==> src/rtl/sound_request_sequencer.sv <==
// sound_request_sequencer: latches audio request edges and plays pending sounds one at a time by priority.
module sound_request_sequencer #(
  parameter int CLKS_PER_MS = 50000,
  parameter int GAP_MS = 10
) (
  input  logic       clk,
  input  logic       resetN,
  input  logic       keyXAudioRequest,
  input  logic       keyYAudioRequest,
  input  logic       keyEnterAudioRequest,
  input  logic       holeColAudioRequest,
  input  logic       borderColAudioRequest,
  input  logic       ballToBallColAudioRequest,
  output logic [3:0] freqIndex,
  output logic       toneEnable,
  output logic       busy,
  output logic [2:0] activeSound
);
  typedef enum logic [1:0] {IDLE, PLAY, GAP} state_t;
  localparam int PW = CLKS_PER_MS > 1 ? $clog2(CLKS_PER_MS) : 1;
  localparam logic [PW-1:0] PRE_MAX = PW'(CLKS_PER_MS - 1);
  localparam logic [6:0] GAP_LAST = 7'(GAP_MS - 1);
  state_t state, stateNext;
  logic [5:0] reqNow, reqPrev, rise, pending, pendingNext;
  logic [2:0] sound, soundNext, sel;
  logic [1:0] note, noteNext;
  logic [PW-1:0] pre, preNext;
  logic [6:0] ms, msNext;
  logic [3:0] freqNext;
  logic wrap, done, lastNote;
  function automatic logic [3:0] romNote(input logic [2:0] s, input logic [1:0] n);
    case (s)
      3'd0: romNote = n == 2'd0 ? 4'd7 : n == 2'd1 ? 4'd4 : 4'd0;
      3'd1: romNote = 4'd9;
      3'd2: romNote = 4'd2;
      3'd3: romNote = n == 2'd0 ? 4'd0 : 4'd7;
      3'd4: romNote = 4'd5;
      default: romNote = 4'd4;
    endcase
  endfunction
  function automatic logic [6:0] romDur(input logic [2:0] s);
    case (s)
      3'd0: romDur = 7'd100;
      3'd1, 3'd2: romDur = 7'd40;
      3'd3: romDur = 7'd60;
      default: romDur = 7'd20;
    endcase
  endfunction
  function automatic logic [1:0] romCount(input logic [2:0] s);
    romCount = s == 3'd0 ? 2'd3 : s == 3'd3 ? 2'd2 : 2'd1;
  endfunction
  // bit index equals priority code: 0 = hole (highest) .. 5 = keyX
  assign reqNow = {keyXAudioRequest, keyYAudioRequest, keyEnterAudioRequest,
                   borderColAudioRequest, ballToBallColAudioRequest, holeColAudioRequest};
  always_comb begin
    rise = reqNow & ~reqPrev;
    sel = pending[0] ? 3'd0 : pending[1] ? 3'd1 : pending[2] ? 3'd2 :
          pending[3] ? 3'd3 : pending[4] ? 3'd4 : 3'd5;
    wrap = pre == PRE_MAX;
    done = wrap && ms == (state == PLAY ? romDur(sound) - 7'd1 : GAP_LAST);
    lastNote = note == romCount(sound) - 2'd1;
    stateNext = state;
    soundNext = sound;
    noteNext = note;
    freqNext = freqIndex;
    pendingNext = pending | rise;
    preNext = wrap ? '0 : pre + PW'(1);
    msNext = ms + {6'd0, wrap};
    case (state)
      IDLE: begin
        preNext = '0;
        msNext = '0;
        if (|pending) begin
          stateNext = PLAY;
          soundNext = sel;
          noteNext = 2'd0;
          freqNext = romNote(sel, 2'd0);
          pendingNext = (pending & ~(6'd1 << sel)) | rise;
        end
      end
      PLAY: if (done) begin
        stateNext = GAP;
        preNext = '0;
        msNext = '0;
      end
      GAP: if (done) begin
        preNext = '0;
        msNext = '0;
        stateNext = lastNote ? IDLE : PLAY;
        noteNext = lastNote ? note : note + 2'd1;
        freqNext = lastNote ? freqIndex : romNote(sound, note + 2'd1);
      end
      default: stateNext = IDLE;
    endcase
  end
  always_ff @(posedge clk or negedge resetN) begin
    if (!resetN) begin
      state <= IDLE;
      reqPrev <= '0;
      pending <= '0;
      sound <= '0;
      note <= '0;
      pre <= '0;
      ms <= '0;
      freqIndex <= '0;
      toneEnable <= 1'b0;
      busy <= 1'b0;
      activeSound <= 3'd7;
    end else begin
      state <= stateNext;
      reqPrev <= reqNow;
      pending <= pendingNext;
      sound <= soundNext;
      note <= noteNext;
      pre <= preNext;
      ms <= msNext;
      freqIndex <= freqNext;
      toneEnable <= stateNext == PLAY;
      busy <= stateNext != IDLE;
      activeSound <= stateNext == IDLE ? 3'd7 : soundNext;
    end
  end
endmodule

==> config.mk <==
export PLATFORM = sky130hd
export DESIGN_NAME = sound_request_sequencer
export DESIGN_NICKNAME = d
export VERILOG_FILES = /design/src/rtl/sound_request_sequencer.sv
export SDC_FILE = /design/constraint.sdc
export NUM_CORES = 1
export LEC_CHECK = 0
export CELL_PAD_IN_SITES_DETAIL_PLACEMENT = 0
export CELL_PAD_IN_SITES_GLOBAL_PLACEMENT = 1
export CORE_AREA = 2 2 79 81
export CTS_CLUSTER_DIAMETER = 150
export CTS_CLUSTER_SIZE = 28
export DETAILED_ROUTE_END_ITERATION = 8
export DIE_AREA = 0 0 81 83
export GPL_TIMING_DRIVEN = 1
export PLACE_DENSITY_LB_ADDON = 0.1
export RECOVER_POWER = 100
export SYNTH_ARGS = -nofsm -noshare
export SYNTH_HDL_FRONTEND = slang
export SYNTH_SLANG_ARGS = --single-unit
==> constraint.sdc <==
create_clock -name clk -period 3.9 [get_ports clk]
set_clock_uncertainty 0.15 [all_clocks]
set_input_delay 0.78 -clock clk [delete_from_list [all_inputs] [get_ports clk]]
set_output_delay 0.78 -clock clk [all_outputs]
set_load 0.05 [all_outputs]
==> reports/qor.log <==
qor: run_status.result_of_the_run finished with violations
qor: run_status.violations capacitance limit, slew limit
qor: worst_setup_path.crit_slowest_cell sky130_fd_sc_hd__dfrtp_1
qor: sta.max_slew_margin -8.772%
qor: synth.post_synth.cell_area_avg 10.11 um^2
qor: route.vias 1882
qor: clock_tree.cts-root-to-sink-buffers 2
qor: global_route.grt.total_usage 17.55%
qor: synth.netlist.top_cell.by_area sky130_fd_sc_hd__dfrtp_1
qor: floorplan.floorplan.io_pins 17
qor: worst_setup_path.reg2reg_setup_slack 0.70 ns
qor: worst_setup_path.worst_ep_arrival_time 3.25 ns
qor: route.routed_via_density 5.316
qor: floorplan.placeableCoreArea 0.005816 mm^2
qor: sta.clock.fmax 312.0 MHz
qor: global_route.initial_antenna_violation_count 0
qor: worst_setup_path.critical_path.max_fanout 13
qor: synth.netlist_area 0.002649 mm^2
qor: place.place.port_buffers 16
qor: global_route.gr-total-overflow 0
qor: floorplan.die_width 81 um
qor: hold_path.min-delay-path-class reg2reg
qor: worst_setup_path.timing.critical_path.required 3.94 ns
qor: route.detail-route-antenna-nets 0
qor: sta.timing.setup.tns 0 ns
qor: clock_tree.tritoncts_clock_tree yes
qor: pwr.power.leakage 0.001348 uW
qor: sta.post-route-period-util 82.18%
qor: clock_tree.cts_inserted_buffers 5
qor: route.drcViolationCount 0
qor: finish.fillers 577
qor: synth.yosysSeqAreaShare 48.32%
qor: pwr.totalPowerFinal 978.7 uW
qor: pwr.cellPowerDensity 328.7 mW/mm^2
qor: finish.antenna_cells 0
qor: pwr.ir_drop 0.0001461 V
qor: worst_setup_path.worst_path_max_stage_delay 0.57 ns
qor: sta.maxSlewViolCount 32
qor: route.wl_per_cell 14.58 um
qor: finish.fin_nets 295
qor: sta.setup-violations-final 0
qor: finish.stdcell_area 0.002978 mm^2
qor: floorplan.fp.dieArea 0.006723 mm^2
qor: worst_setup_path.critical_setup_path_class reg2reg
qor: floorplan.chipHeight 83 um
qor: synth.synth-seq-cells 51
qor: synth.post_synth_cell_types 51
qor: clock_tree.worst_setup_hold_path_clk_slew 0.09 ns
qor: floorplan.rows 28
qor: worst_setup_path.crit_start sound[1]
qor: clock_tree.post_cts.repair.setup_buffers 0
qor: sta.setup_repair_after_global_routing_missed_its_margin false
qor: place.placed_cell_area 0.002873 mm^2
qor: worst_setup_path.startpoint_type register
qor: synth.syn-num-nets 279
qor: worst_setup_path.end_kind register
qor: synth.ys_warn_count 0
qor: route.drt_wl_total 5163 um
qor: clock_tree.cts-resized-gates 0
qor: finish.drive_gt1_share 9.319%
qor: global_route.grt_first_pass_wirelength 9301 um
qor: clock_tree.htreeDepth 2
qor: place.place.gp.congestion 0.7897
qor: route.drt_iter0_drc 105
qor: clock_tree.clk_root_buffer_cell sky130_fd_sc_hd__clkbuf_8
qor: hold_path.holdCritStartpoint reqPrev[4]
qor: worst_setup_path.worstPathCellList xor2_1, nor2b_1, ha_1, a21boi_0, o21ai_0, nor4_4, nand4_1, a21oi_4, mux2_2
qor: sta.timing.final.hold_violations 0
qor: clock_tree.clock_sinks 51
qor: synth.synth_top_cell_area_share 45.35%
qor: global_route.grt_start_max_net_pins 32
qor: finish.area.growth.synth_to_final 12.42%
qor: clock_tree.clk-insertion-delay-late 0.30 ns
qor: synth.synthesis.instances 262
qor: finish.final_core_utilization 51.20%
qor: place.hpwlAfterDp 3648 um
qor: route.drt_pre_antenna_iters 4
qor: sta.max_slew.worst_pin.slew 1.632 ns
qor: clock_tree.cts_hold_buf 0
qor: worst_setup_path.r2r-start sound[1]
qor: synth.synth.top_cells.by_area sky130_fd_sc_hd__dfrtp_1 (45%), sky130_fd_sc_hd__nor2_1 (4.4%), sky130_fd_sc_hd__xor2_1 (4.3%), sky130_fd_sc_hd__ha_1 (4.3%), sky130_fd_sc_hd__o21ai_0 (3.6%)
qor: sta.finalWorstPathRequiredPeriod 3.205 ns
qor: flow_run.max-cap-violations 1
qor: global_route.grt_pass1_vias 1897
qor: floorplan.initial_utilization 45.55%
## synth_stat cells, drive strengths merged
| library cell | n |
|---|---|
| mux2 | 4 |
| and3 | 10 |
| a21oi | 10 |
| nor3 | 4 |
| o31ai | 2 |
| and3b | 1 |
| or4b | 1 |
| nor4 | 4 |
| o32ai | 1 |
| o32a | 1 |
| ha | 9 |
| or3 | 2 |
| o211a | 1 |
| nand4b | 3 |
| o21ba | 1 |
| a31o | 3 |
| nor4b | 1 |
| o21bai | 1 |
| inv | 14 |
| a21boi | 1 |
| or2 | 1 |
| nor2 | 31 |
| nand3 | 9 |
| and4 | 1 |
| a2111oi | 1 |
| dfrtp | 48 |
| clkbuf | 6 |
| or3b | 1 |
| xor2 | 13 |
| nand4 | 3 |
| nand2 | 15 |
| o21a | 1 |
| o21ai | 19 |
| nor2b | 8 |
| a211o | 1 |
| dfstp | 3 |
| mux2i | 4 |
| nand2b | 3 |
| xnor2 | 9 |
| a31oi | 2 |
| a22o | 1 |
| buf | 3 |
| o22ai | 4 |
| a21o | 1 |
## metal layers
| layer | GRT usage [%] | up-vias | share of wire (%) |
|---|---|---|---|
| li1 | - | 945 | - |
| met1 | 27.18 | 901 | 54 |
| met2 | 24.94 | 32 | 42 |
| met3 | 3.370 | 4 | 2.9 |
| met4 | 4.622 | 0 | 0.99 |
| met5 | 0 | - | 0 |
## kinds of logic (layout without fill, tap and decap cells)
kind of cell,count (synthesis),after routing,synth area share (%)
simple gates,98,98,20.83
compound gates,51,51,12.61
flops,51,51,48.32
buf+inv,23,40,3.496
xor+xnor,22,22,7.275
fa+ha+maj,9,9,4.251
mux,8,8,3.212
## worst max-delay path, delay by kind of cell, from the launching register on
kind	cells	cell delay, ns
AND/OR/NAND/NOR	3	0.91
AO/OA/AOI/OAI	3	0.59
flip-flops	1	0.57
multiplexers	1	0.35
XOR/XNOR	1	0.26
adder cells (fa/ha/maj)	1	0.25
## final timing paths
check	end	depth (start not counted)
max in group asynchronous	pre[1]	2
hold reg to reg	pending[4]	1
setup / recovery	freqIndex[3]	9
setup reg to reg	freqIndex[3]	9
min in group asynchronous	note[1]	1
hold / removal	pending[4]	1
## cell usage in the layout, fill, tap and decap left out, types with 2 or more instances in the layout
cell                            count
sky130_fd_sc_hd__mux2_2             3
sky130_fd_sc_hd__o21ai_0           19
sky130_fd_sc_hd__dfrtp_1           48
sky130_fd_sc_hd__o31ai_1            2
sky130_fd_sc_hd__nand4b_1           3
sky130_fd_sc_hd__and3_2             3
sky130_fd_sc_hd__mux2i_1            4
sky130_fd_sc_hd__clkbuf_8           5
sky130_fd_sc_hd__ha_1               9
sky130_fd_sc_hd__nor4_1             2
sky130_fd_sc_hd__nor2b_1            8
sky130_fd_sc_hd__nor4_4             2
sky130_fd_sc_hd__and3_1             7
sky130_fd_sc_hd__bufinv_16          2
sky130_fd_sc_hd__a21oi_1            9
sky130_fd_sc_hd__clkbuf_1           4
sky130_fd_sc_hd__xnor2_1            9
sky130_fd_sc_hd__or3_1              2
sky130_fd_sc_hd__dfstp_2            3
sky130_fd_sc_hd__nor2_1            31
sky130_fd_sc_hd__nand3_1            9
sky130_fd_sc_hd__nand2_1           15
sky130_fd_sc_hd__o22ai_1            4
sky130_fd_sc_hd__dlygate4sd3_1     15
sky130_fd_sc_hd__a31oi_1            2
sky130_fd_sc_hd__nand2b_1           3
sky130_fd_sc_hd__inv_1             14
sky130_fd_sc_hd__a31o_2             3
sky130_fd_sc_hd__nand4_1            3
sky130_fd_sc_hd__xor2_1            13
sky130_fd_sc_hd__nor3_1             4
## stage by stage
step / worst slack (ns) / hold slack (ns) / std cells
after CTS: 0.8832 / 0.2712 / 354
after floorplan: 1.166 / 0.2496 / 262
after detailed placement: 0.9146 / 0.2573 / 346
final: 0.6951 / 0.2687 / 354
after global placement: 0.9787 / 0.2535 / 346
after global routing: 0.3542 / 0.3008 / 354
## final cells by class
class | instances | area [um^2] | area share [%]
clock buffers | 6 | 72.57 | 2.437
flip-flops and latches | 51 | 1280 | 42.98
inverters | 14 | 52.55 | 1.765
well taps | 75 | 93.84 | 3.151
clock inverters | 2 | 60.06 | 2.017
repair buffers | 18 | 161.4 | 5.420
multi-input cells | 188 | 1257 | 42.23
## registers in the layout, indices dropped and copies added, names as in the netlist
register / flops
activeSound: 3
busy: 1
freqIndex: 4
ms: 7
note: 2
pending: 6
pre: 16
reqPrev: 6
sound: 3
state: 2
toneEnable: 1
## report_power, final
group          internal, uW  switching [uW]  total, uW
registers               532           0.567        532
clock network           256             173        430
logic                  4.84            12.1       16.9
total                   793             186        979
Power figures use the tool's default switching activity.
